## src/rtl/step_pkg.sv

```systemverilog
// rtl/step_pkg.sv - shared types, parameter indices and period clamp for the step profile generator
package step_pkg;

  typedef enum logic [2:0] {
    S_IDLE,
    S_LOAD,
    S_ACCEL,
    S_CRUISE,
    S_DECEL,
    S_DONE
  } state_e;

  localparam int P_N     = 0;
  localparam int P_NN    = 1;
  localparam int P_T0    = 2;
  localparam int P_TNA   = 3;
  localparam int P_DELTA = 4;

  localparam int DEF_PULSE_WIDTH = 10;
  localparam int DEF_MIN_PERIOD  = 2 * DEF_PULSE_WIDTH;

  // Floor a signed ideal delay at the minimum period; positive ideals always fit in 32 bits.
  function automatic logic [31:0] clamp_period(input logic signed [33:0] ideal,
                                               input logic [31:0] min_period);
    if (ideal < $signed({2'b00, min_period})) begin
      return min_period;
    end
    return ideal[31:0];
  endfunction

endpackage

```

## src/rtl/step_profile_gen_if.sv

```systemverilog
// rtl/step_profile_gen_if.sv - motion request and step output bundle
interface step_profile_gen_if;
  logic        start;
  logic [31:0] params [0:4];
  logic        dir_in;
  logic        step;
  logic        dir;
  logic        busy;
  logic        finish;
  logic [31:0] steps_done;
  logic [31:0] cur_delay;

  modport master (
    output start, params, dir_in,
    input  step, dir, busy, finish, steps_done, cur_delay
  );

  modport slave (
    input  start, params, dir_in,
    output step, dir, busy, finish, steps_done, cur_delay
  );
endinterface

```

## src/rtl/step_period_timer.sv

```systemverilog
// rtl/step_period_timer.sv - one step period: pulse for PULSE_WIDTH cycles, flag the last cycle
module step_period_timer #(
  parameter int PULSE_WIDTH = step_pkg::DEF_PULSE_WIDTH
) (
  input  logic        clk,
  input  logic        reset,
  input  logic        clear_i,
  input  logic        load_i,
  input  logic [31:0] period_i,
  output logic        pulse_o,
  output logic        period_done_o
);

  logic        active_q, active_d;
  logic [31:0] elapsed_q, elapsed_d;
  logic [31:0] period_q, period_d;

  // Load restarts the count at 1 so the period ends when elapsed equals the loaded period.
  always_comb begin
    active_d  = active_q;
    elapsed_d = elapsed_q;
    period_d  = period_q;
    if (clear_i) begin
      active_d  = 1'b0;
      elapsed_d = '0;
      period_d  = '0;
    end else if (load_i) begin
      active_d  = 1'b1;
      elapsed_d = 32'd1;
      period_d  = period_i;
    end else if (active_q) begin
      if (elapsed_q == period_q) begin
        active_d = 1'b0;
      end else begin
        elapsed_d = elapsed_q + 32'd1;
      end
    end
  end

  // Counter state register.
  always_ff @(posedge clk) begin
    if (reset) begin
      active_q  <= 1'b0;
      elapsed_q <= '0;
      period_q  <= '0;
    end else begin
      active_q  <= active_d;
      elapsed_q <= elapsed_d;
      period_q  <= period_d;
    end
  end

  assign pulse_o       = active_q && (elapsed_q <= 32'(PULSE_WIDTH));
  assign period_done_o = active_q && (elapsed_q == period_q);

endmodule

```

## src/rtl/step_profile_gen.sv

```systemverilog
// rtl/step_profile_gen.sv - trapezoidal/triangular step pulse profile for one axis
module step_profile_gen #(
  parameter int PULSE_WIDTH = step_pkg::DEF_PULSE_WIDTH,
  parameter int MIN_PERIOD  = 2 * PULSE_WIDTH
) (
  input logic               clk,
  input logic               reset,
  step_profile_gen_if.slave bus
);
  import step_pkg::*;

  localparam logic [31:0] MIN_P = 32'(MIN_PERIOD);

  state_e state_q, state_d;

  logic [31:0] n_q, n_d, nn_q, nn_d, t0_q, t0_d, tna_q, tna_d, delta_q, delta_d;
  logic        dir_q, dir_d;
  logic [31:0] a_q, a_d, cruise_cnt_q, cruise_cnt_d, cruise_delay_q, cruise_delay_d;
  logic [31:0] phase_cnt_q, phase_cnt_d, steps_done_q, steps_done_d, cur_delay_q, cur_delay_d;
  logic signed [33:0] ideal_q, ideal_d;

  logic               long_move_c;
  logic [31:0]        a_c, cruise_cnt_c, cruise_delay_c;
  logic [33:0]        accel_drop_c;
  logic signed [33:0] t0_s, delta_s;
  logic [31:0]        a_sel, cruise_cnt_sel, cruise_delay_sel;
  logic               in_motion_d, launch_c, period_done, pulse;
  logic [31:0]        delay_c;

  // Phase split computed from the latched parameters; only registered when leaving LOAD.
  assign t0_s           = $signed({2'b00, t0_q});
  assign delta_s        = $signed({2'b00, delta_q});
  assign long_move_c    = {1'b0, n_q} > {nn_q, 1'b0};
  assign a_c            = long_move_c ? nn_q : (n_q >> 1);
  assign cruise_cnt_c   = n_q - (a_c << 1);
  assign accel_drop_c   = 34'(delta_q) * 34'(a_c);
  assign cruise_delay_c = long_move_c ? clamp_period($signed({2'b00, tna_q}), MIN_P)
                                      : clamp_period(t0_s - $signed(accel_drop_c), MIN_P);

  // While in LOAD the phase registers are not yet written, so steer the fresh values.
  assign a_sel            = (state_q == S_LOAD) ? a_c            : a_q;
  assign cruise_cnt_sel   = (state_q == S_LOAD) ? cruise_cnt_c   : cruise_cnt_q;
  assign cruise_delay_sel = (state_q == S_LOAD) ? cruise_delay_c : cruise_delay_q;
  assign in_motion_d      = (state_d == S_ACCEL) || (state_d == S_CRUISE) || (state_d == S_DECEL);

  // FSM state register.
  always_ff @(posedge clk) begin
    if (reset) state_q <= S_IDLE;
    else       state_q <= state_d;
  end

  // FSM next state: phases advance only at the end of a step period.
  always_comb begin
    state_d = state_q;
    case (state_q)
      S_IDLE:  if (bus.start) state_d = S_LOAD;
      S_LOAD: begin
        if (!bus.start)      state_d = S_IDLE;
        else if (n_q == '0)  state_d = S_DONE;
        else if (a_c == '0)  state_d = S_CRUISE;
        else                 state_d = S_ACCEL;
      end
      S_ACCEL: begin
        if (!bus.start) state_d = S_IDLE;
        else if (period_done) begin
          if (phase_cnt_q != '0)       state_d = S_ACCEL;
          else if (cruise_cnt_q != '0) state_d = S_CRUISE;
          else                         state_d = S_DECEL;
        end
      end
      S_CRUISE: begin
        if (!bus.start) state_d = S_IDLE;
        else if (period_done) begin
          if (phase_cnt_q != '0) state_d = S_CRUISE;
          else if (a_q != '0)    state_d = S_DECEL;
          else                   state_d = S_DONE;
        end
      end
      S_DECEL: begin
        if (!bus.start) state_d = S_IDLE;
        else if (period_done) begin
          if (phase_cnt_q != '0) state_d = S_DECEL;
          else                   state_d = S_DONE;
        end
      end
      S_DONE:  if (!bus.start) state_d = S_IDLE;
      default: state_d = S_IDLE;
    endcase
  end

  // Datapath: latch on request, split phases on LOAD exit, pick each step's delay at launch.
  always_comb begin
    n_d            = n_q;
    nn_d           = nn_q;
    t0_d           = t0_q;
    tna_d          = tna_q;
    delta_d        = delta_q;
    dir_d          = dir_q;
    a_d            = a_q;
    cruise_cnt_d   = cruise_cnt_q;
    cruise_delay_d = cruise_delay_q;
    phase_cnt_d    = phase_cnt_q;
    steps_done_d   = steps_done_q;
    cur_delay_d    = cur_delay_q;
    ideal_d        = ideal_q;
    delay_c        = cur_delay_q;
    launch_c       = 1'b0;

    if ((state_q == S_IDLE) && (state_d == S_LOAD)) begin
      n_d          = bus.params[P_N];
      nn_d         = bus.params[P_NN];
      t0_d         = bus.params[P_T0];
      tna_d        = bus.params[P_TNA];
      delta_d      = bus.params[P_DELTA];
      dir_d        = bus.dir_in;
      steps_done_d = '0;
    end

    if ((state_q == S_LOAD) && (state_d != S_IDLE)) begin
      a_d            = a_c;
      cruise_cnt_d   = cruise_cnt_c;
      cruise_delay_d = cruise_delay_c;
      ideal_d        = t0_s;
    end

    launch_c = in_motion_d && ((state_q == S_LOAD) || period_done);

    if (launch_c) begin
      case (state_d)
        S_ACCEL: begin
          if (state_q == S_ACCEL) begin
            ideal_d     = ideal_q - delta_s;
            phase_cnt_d = phase_cnt_q - 32'd1;
          end else begin
            ideal_d     = t0_s;
            phase_cnt_d = a_sel - 32'd1;
          end
          delay_c = clamp_period(ideal_d, MIN_P);
        end
        S_CRUISE: begin
          delay_c     = cruise_delay_sel;
          phase_cnt_d = (state_q == S_CRUISE) ? (phase_cnt_q - 32'd1) : (cruise_cnt_sel - 32'd1);
        end
        S_DECEL: begin
          // First DECEL step reuses the last ACCEL ideal, so the profile mirrors exactly.
          if (state_q == S_DECEL) begin
            ideal_d     = ideal_q + delta_s;
            phase_cnt_d = phase_cnt_q - 32'd1;
          end else begin
            phase_cnt_d = a_sel - 32'd1;
          end
          delay_c = clamp_period(ideal_d, MIN_P);
        end
        default: delay_c = cur_delay_q;
      endcase
      steps_done_d = steps_done_q + 32'd1;
      cur_delay_d  = delay_c;
    end
  end

  // Datapath registers.
  always_ff @(posedge clk) begin
    if (reset) begin
      n_q            <= '0;
      nn_q           <= '0;
      t0_q           <= '0;
      tna_q          <= '0;
      delta_q        <= '0;
      dir_q          <= 1'b0;
      a_q            <= '0;
      cruise_cnt_q   <= '0;
      cruise_delay_q <= '0;
      phase_cnt_q    <= '0;
      steps_done_q   <= '0;
      cur_delay_q    <= '0;
      ideal_q        <= '0;
    end else begin
      n_q            <= n_d;
      nn_q           <= nn_d;
      t0_q           <= t0_d;
      tna_q          <= tna_d;
      delta_q        <= delta_d;
      dir_q          <= dir_d;
      a_q            <= a_d;
      cruise_cnt_q   <= cruise_cnt_d;
      cruise_delay_q <= cruise_delay_d;
      phase_cnt_q    <= phase_cnt_d;
      steps_done_q   <= steps_done_d;
      cur_delay_q    <= cur_delay_d;
      ideal_q        <= ideal_d;
    end
  end

  step_period_timer #(
    .PULSE_WIDTH(PULSE_WIDTH)
  ) u_timer (
    .clk          (clk),
    .reset        (reset),
    .clear_i      (state_d == S_IDLE),
    .load_i       (launch_c),
    .period_i     (delay_c),
    .pulse_o      (pulse),
    .period_done_o(period_done)
  );

  // FSM outputs.
  always_comb begin
    bus.step       = pulse;
    bus.dir        = dir_q;
    bus.busy       = (state_q == S_ACCEL) || (state_q == S_CRUISE) || (state_q == S_DECEL);
    bus.finish     = (state_q == S_DONE);
    bus.steps_done = steps_done_q;
    bus.cur_delay  = cur_delay_q;
  end

endmodule

```

## src/flat_wrapper.sv

```systemverilog
// flat-port wrapper written by rule: the top's interface ports become plain ports
module step_profile_gen_flat import step_pkg::*;
#(
  parameter int PULSE_WIDTH = step_pkg::DEF_PULSE_WIDTH,
  parameter int MIN_PERIOD  = 2 * PULSE_WIDTH
)
  (clk, reset, bus_start, bus_params, bus_dir_in, bus_step, bus_dir, bus_busy, bus_finish, bus_steps_done, bus_cur_delay);
  step_profile_gen_if bus_i ();
  input logic clk;
  input logic reset;
  input wire logic [$bits(bus_i.start)-1:0] bus_start;
  input wire logic [$bits(bus_i.params)-1:0] bus_params;
  input wire logic [$bits(bus_i.dir_in)-1:0] bus_dir_in;
  output wire logic [$bits(bus_i.step)-1:0] bus_step;
  output wire logic [$bits(bus_i.dir)-1:0] bus_dir;
  output wire logic [$bits(bus_i.busy)-1:0] bus_busy;
  output wire logic [$bits(bus_i.finish)-1:0] bus_finish;
  output wire logic [$bits(bus_i.steps_done)-1:0] bus_steps_done;
  output wire logic [$bits(bus_i.cur_delay)-1:0] bus_cur_delay;
  assign bus_i.start = bus_start;
  assign bus_i.params = {>>{bus_params}};
  assign bus_i.dir_in = bus_dir_in;
  assign bus_step = bus_i.step;
  assign bus_dir = bus_i.dir;
  assign bus_busy = bus_i.busy;
  assign bus_finish = bus_i.finish;
  assign bus_steps_done = bus_i.steps_done;
  assign bus_cur_delay = bus_i.cur_delay;
  step_profile_gen #(.PULSE_WIDTH(PULSE_WIDTH), .MIN_PERIOD(MIN_PERIOD)) u_core (.clk(clk), .reset(reset), .bus(bus_i));
endmodule
```

## config.mk

```make
export PLATFORM = sky130hd
export DESIGN_NAME = step_profile_gen_flat
export DESIGN_NICKNAME = d
export VERILOG_FILES = /design/src/rtl/step_pkg.sv /design/src/rtl/step_profile_gen_if.sv /design/src/rtl/step_period_timer.sv /design/src/rtl/step_profile_gen.sv /design/src/flat_wrapper.sv
export SDC_FILE = /design/constraint.sdc
export NUM_CORES = 2
export LEC_CHECK = 0
export ABC_AREA = 1
export BUFFER_PORTS_ARGS = -buffer_cell sky130_fd_sc_hd__buf_2
export CORE_MARGIN = 4
export CORE_UTILIZATION = 55
export CTS_CLUSTER_SIZE = 14
export DETAILED_ROUTE_END_ITERATION = 8
export PLACE_DENSITY = 0.73
export SLEW_MARGIN = 15
export SYNTH_ARGS = -nofsm -noshare
export SYNTH_HDL_FRONTEND = slang
export SYNTH_SLANG_ARGS = --single-unit
```

## constraint.sdc

```tcl
create_clock -name clk -period 11.34 [get_ports clk]
set_input_delay 0.567 -clock clk [delete_from_list [all_inputs] [get_ports clk]]
set_output_delay 0.567 -clock clk [all_outputs]
set_load 0.01 [all_outputs]
```

* Word-level counts from Yosys, hierarchy flattened
Cells that the tools add are included.
** Operators by class
- $mul :: 1
- $add $sub $neg :: 9
- Multiplexer cells :: 60
- $lt $le $gt $ge :: 6
- Reductions and logical operators :: 26
- Eq/ne operators :: 11
- Bitwise logic cells :: 1
** Operators by type and width (number)
- $mux 32 :: 18
- $mux 34 :: 8
- $pmux 32 s3 :: 2
- $lt 34x6->1 const B :: 3
- $reduce_bool 32->1 :: 3
- $sub 32x1->32 const B :: 3
- $pmux 34 s2 :: 1
- $add 32x1->32 const B :: 2
- $logic_not 32->1 :: 2
- $mux 3 :: 13
- $add 34x33->34 :: 1
- $mul 32x32->34 :: 1
- $sub 33x34->34 :: 1
- $sub 34x33->34 :: 1
- $gt 32x33->1 :: 1
- $eq 32x32->1 :: 1
- $le 32x4->1 const B :: 1
- $lt 32x5->1 const B :: 1
- $sub 32x32->32 :: 1
- $pmux 3 s6 :: 1
- $mux 1 :: 17
- $eq 3x2->1 const B :: 4
- $eq 3x3->1 const B :: 3
- $eq 3x1->1 const B :: 2
- 10 further kinds :: 23
** Word-level totals
- Bits of input ports :: 164
- Output and inout port bits :: 68
- Register bits after elaboration :: 455
- Logic and storage cells :: 132

* Depth between registers and ports, before layout
- Word-level depth :: 19
- Mapped depth :: 65
- Depth with buffers taken out :: 64

* Hierarchy
A second synthesis with hierarchy kept.
** Second synthesis, totals
- Cell total of the unflattened synthesis :: 7318
- Area, all modules :: 50474.7 um^2
** Modules (own cells, without submodules)
- step_profile_gen :: seq. area each 7807.5 um^2, cells an instance 6719, instances 1, area an instance 46659.8 um^2
- step_period_timer :: seq. area each 1301.2 um^2, cells an instance 599, instances 1, area an instance 3814.9 um^2

* Least setup slack after synthesis
OpenSTA, ideal clock, no wires.
- Path type :: flip-flop to flip-flop
- Start point :: reg u_core.nn_q[23]
- End point :: reg u_core.cur_delay_q[31], in the netlist u_core.bus.cur_delay[31]
- Setup time :: 70 ps
- Data arrival time :: 9037 ps
- Path slack :: 2232 ps
- Data required time :: 11270 ps
- Stages on the path, launching flop included :: 50
- Path buffers :: 4
- Clock period less this slack :: 9108 ps
- Cells stage by stage :: dfxtp_1 inv_1 ha_1 nand2_1 nor2_1 nand4_1 nor3_1 nand2_1 nand2_4 nand2_4 buf_8 buf_8 nand2_2 nand2_4 clkinv_1 clkbuf_1 nand2_1 fa_1 (+14 left out) nand2_1 nand2_1 inv_1 o21ai_0 inv_1 or2_2 nand2_1 nor2_1 nand4_1 nor2_1 nand3_1 clkbuf_1 nand4_1 o211ai_1 nand3_1 nand2_1 nand2_1 a21oi_1
** Between the ends
- Word-level cells in the longest chain between the ends :: 19
- Elaborated cells between the ends (all ways) :: 32
- Classes of those cells :: 1 x add/sub; 1 x mul; 3 x order compare; 3 x eq/ne; 18 x mux; 6 x reduce/logical
** RTL lines
- start: declaration :: RTL line step_profile_gen.sv:16 : logic [31:0] n_q, n_d, nn_q, nn_d, t0_q, t0_d, tna_q, tna_d, delta_q, delta_d;
- start signal: assignment :: RTL line step_profile_gen.sv:179 : nn_q <= nn_d;
- branches (longest 19 deep; another with $mul 32x32->34)
- end signal: assignment :: RTL line step_profile_gen.sv:189 : cur_delay_q <= cur_delay_d;
- end: declaration :: RTL line step_profile_gen.sv:19 : logic [31:0] phase_cnt_q, phase_cnt_d, steps_done_q, steps_done_d, cur_delay_q, cur_delay_d;
Several ways; the timed one is not identified. The select of a mux whose other input is x is not followed.
A chain may end at the register's enable or synchronous reset.

* Worst setup path in the final report
- Start point :: reg u_core.nn_q[23]
- End point :: reg u_core.cur_delay_q[21], in the netlist u_core.bus.cur_delay[21]
Same word-level chain as after synthesis.

==> results.md <==
* Status: completed
* Hold slack at about 0.13 ns
* DIE WIDTH at roughly 310 microns
* Gr usage total at 0.383
* Clock buffer depth at 3
* Drt first pass iters at 8
* Final HPWL DP at ~140 mm
* Place WS at 0.462 ns
* Later-pin clock latency in the skew report at 0.66 ns
* WS Path Type: reg2reg
* Vias in the first global route at about 47000
* Routed length on met1 at 74.3 mm
* Nets at roughly 8100
* Final Worst Setup Slack at 0.591 ns
* Worst Hold Depth at 3
* Minimum clock period after layout at 10.75 ns
* CP startpoint kind: register
* Min-Delay Endpoint: u_core.t0_q[18]
* Critical path depth at 51
* Slew HR at 0.157
* Synth Area per Inst at approximately 7 sq um
* DRC at 0
* CTS H-tree depth at 2
* Ys async rst share at 0
* FF-to-FF End: u_core.bus.cur_delay[21]
* Final Max Tran Viols at 0
* Met3 WL at 21.5 mm
* Buffers & Inverters on Critical Path at 11
* DIE AREA at ~96000 sq um
* Crit path DAT at between 10 and 15 ns
* Most used cell, CP: nand2_1
* Min-delay src: bus_params[82]
* Clock Skew at approximately 0.030 ns
* Required @ worst endpoint at roughly 12 ns
* Row cnt at 110
* DR vias at 49500
* Post-synth cell types at between 60 and 70
* Reg-to-Reg Start: u_core.nn_q[23]
* Mapped Area at about 50000 sq um
* Grt ovf at 0
* DRT antenna net count at 0
* Synth Instances at 7095
* CTS tree: yes
* Worst-path maximum fanout at 32
* Period utilisation layout at 0.948
* Setup-failing EPs final at 0
* Crit. End Element: register
* Placeable Area at 90000 sq um
* I/O pin total at 232
* Initial DRC Count at between 5000 and 6000
* Placed cell count at 8244
* IO Port Bufs at roughly 230
* Setup slack, reg-to-reg at 0.59 ns
* Routed wire per std cell at ~22 microns
* Worst Reg-to-Reg Cells at 51
* CTS Buf Count at 55
* Finished Layout Cells at between 8000 and 9000
* Largest stage delay, worst path at between 0.5 and 0.6 ns
* Fmax at slightly above 0.09 GHz
* Share of cells above drive strength 1 at 0.0794
* Initial antenna violation count at 5
* Routed wire length at 186 mm
* DR WL met2 at 78.0 mm
* Via/cell ratio at around 6
* Initial core utilization at 0.554
* Max-Cap Viols at 0
* Ys flop type: dfxtp_1
* Yosys reg bits at around 460
* Slew @ Worst Pin at roughly 1.3 ns
* Highest Signal Layer: met5
* CP max stage cell: fa_1
* Synth warn at 0
* Setup repair bufs after CTS at 0
* Critical path's top delay family: adder cells
* Root Driver: clkbuf_16
* GPL Wtd Cong at ~1.0
* Class of the worst hold path: in2reg
* Post-synth EDFFs at 0
* Die H at around 300 microns
* Area grow syn2layout at 7.88%
* First-pass GRT wire length at 281 mm
* Sequential fraction of the synthesis area at 0.183
* CTS Sinks at about 460
* Hold Vio Cnt, Final at 0
* Cts hold-fix bufs at 0
* Largest net degree at the start of global routing at approximately 110
* Register clock-pin slew on the reported worst setup and hold paths at ~0.070 ns
[synth_stat cells (7+ instances only)]
cell type / number / area, sq um
buf_4: 8 / 60.1
or2_2: 50 / 313
o211ai_1: 150 / 1130
clkinv_1: 16 / 60.1
nor4_1: 47 / 294
buf_1: 19 / 71.3
clkbuf_1: 279 / 1050
o21bai_1: 9 / 67.6
nand3_1: 232 / 1160
dfxtp_1: 455 / 9110
and3_1: 7 / 43.8
nand2_1: 1445 / 5420
nand2_2: 17 / 106
a41oi_1: 10 / 87.6
inv_2: 26 / 97.6
ha_1: 282 / 3530
o21ai_0: 480 / 2400
a211oi_1: 20 / 150
nand3b_1: 16 / 120
fa_1: 507 / 10100
nand4_1: 137 / 857
buf_2: 36 / 180
nor2_2: 7 / 43.8
o21ai_1: 62 / 310
a21oi_1: 472 / 2360
o21ai_2: 16 / 140
xnor2_1: 68 / 596
a21o_1: 10 / 75.1
nor3_1: 60 / 300
o21a_1: 43 / 323
inv_1: 1240 / 4650
nor2_1: 595 / 2230
a31oi_1: 29 / 181
xor2_1: 127 / 1110
[cell families after synthesis]
family,after synthesis,synth area share
DFF,455,0.183
AOI/OAI and AO/OA,1354,0.154
muxes,6,0.00120
buffers and inverters,1632,0.126
xor gates and xnor gates,195,0.0342
other,1,0.0000752
and+or+nand+nor,2663,0.228
adders and majority gates,789,0.274
[worst min-delay path: stages]
cell and delay [ns]:
buf_2 0.07, nor2_1 0.03, nor2_1 0.08
[worst max-delay path by stage]
stage	startpoint	to	slack [ns]
global route	u_core.nn_q[10]	u_core.bus.cur_delay[6]	-0.01
global placement	u_core.nn_q[23]	u_core.bus.cur_delay[29]	0.65
floorplan	u_core.nn_q[23]	u_core.bus.cur_delay[31]	2.23
CTS	u_core.nn_q[23]	u_core.bus.cur_delay[27]	0.40
finish	u_core.nn_q[23]	u_core.bus.cur_delay[21]	0.59
detailed placement	u_core.nn_q[23]	u_core.bus.cur_delay[29]	0.46
[what timing repair did]
action	in CTS	in global routing
endpoints found under the hold margin	0	0
resized for setup	0	10
setup endpoints to repair	0	93
[stage by stage]
step	setup TNS, ns	util	area, sq um
after detailed placement	0	0.575	51800
after global placement	0	0.575	51800
after global routing	-0.0237	0.598	53800
final	0	0.598	53800
after CTS	0	0.597	53700
after floorplan	0	-	49900
[state kept, by name (all words and copies together), names as in the netlist, 3 cells and up]
register and flops:
u_core.phase_cnt_q 32, u_core.cruise_cnt_q 32, u_core.cruise_delay_q 32, u_core.ideal_q 34, u_core.bus.cur_delay 32, u_core.a_q 32
u_core.delta_q 32, u_core.tna_q 32, u_core.n_q 32, u_core.u_timer.period_q 32, u_core.t0_q 32, u_core.u_timer.elapsed_q 32
u_core.state_q 3, u_core.nn_q 32, u_core.bus.steps_done 32
[per-layer routing]
metal  GRT usage  vias up
met5           0        -
met4       0.202        4
met3      0.0829      544
met2       0.575     2954
met1       0.522    23500
li1            -    22500
[final cells by class]
cell class | instances | area [sq um]
diodes | 4 | 10.0
clock buffers | 73 | 1560
clock inverters | 24 | 392
fillers | 8566 | 36200
inverters | 1282 | 4830
multi-input cells | 5009 | 34600
flip-flops and latches | 455 | 9110
well taps | 1176 | 1470
repair buffers | 322 | 1850
[cells in the final DEF (no fill, tap or decap), drive strengths merged, types with 4 or more instances in the layout]
| cell | count |
|---|---|
| fa | 507 |
| dfxtp | 455 |
| o31ai | 6 |
| o21ai | 563 |
| o221ai | 5 |
| xnor2 | 68 |
| clkinv | 27 |
| o211ai | 150 |
| o21a | 43 |
| nand3 | 239 |
| nand2 | 1467 |
| a21boi | 11 |
| and3 | 7 |
| mux2i | 6 |
| nand3b | 16 |
| a21oi | 473 |
| ha | 282 |
| a41oi | 10 |
| diode | 4 |
| nand4 | 138 |
| o21bai | 9 |
| bufinv | 9 |
| nor2 | 608 |
| buf | 322 |
| nor3 | 64 |
| a22o | 6 |
| xor2 | 127 |
| or2 | 60 |
| a21o | 10 |
| a211oi | 20 |
| a31oi | 29 |
| o22ai | 6 |
| and2 | 4 |
| nor3b | 6 |
| nor4 | 48 |
| o2111ai | 4 |
| clkbuf | 73 |
| inv | 1267 |
Power is not shown: default switching activity piles up to over one toggle a cycle in this logic, so the estimate is an artifact.
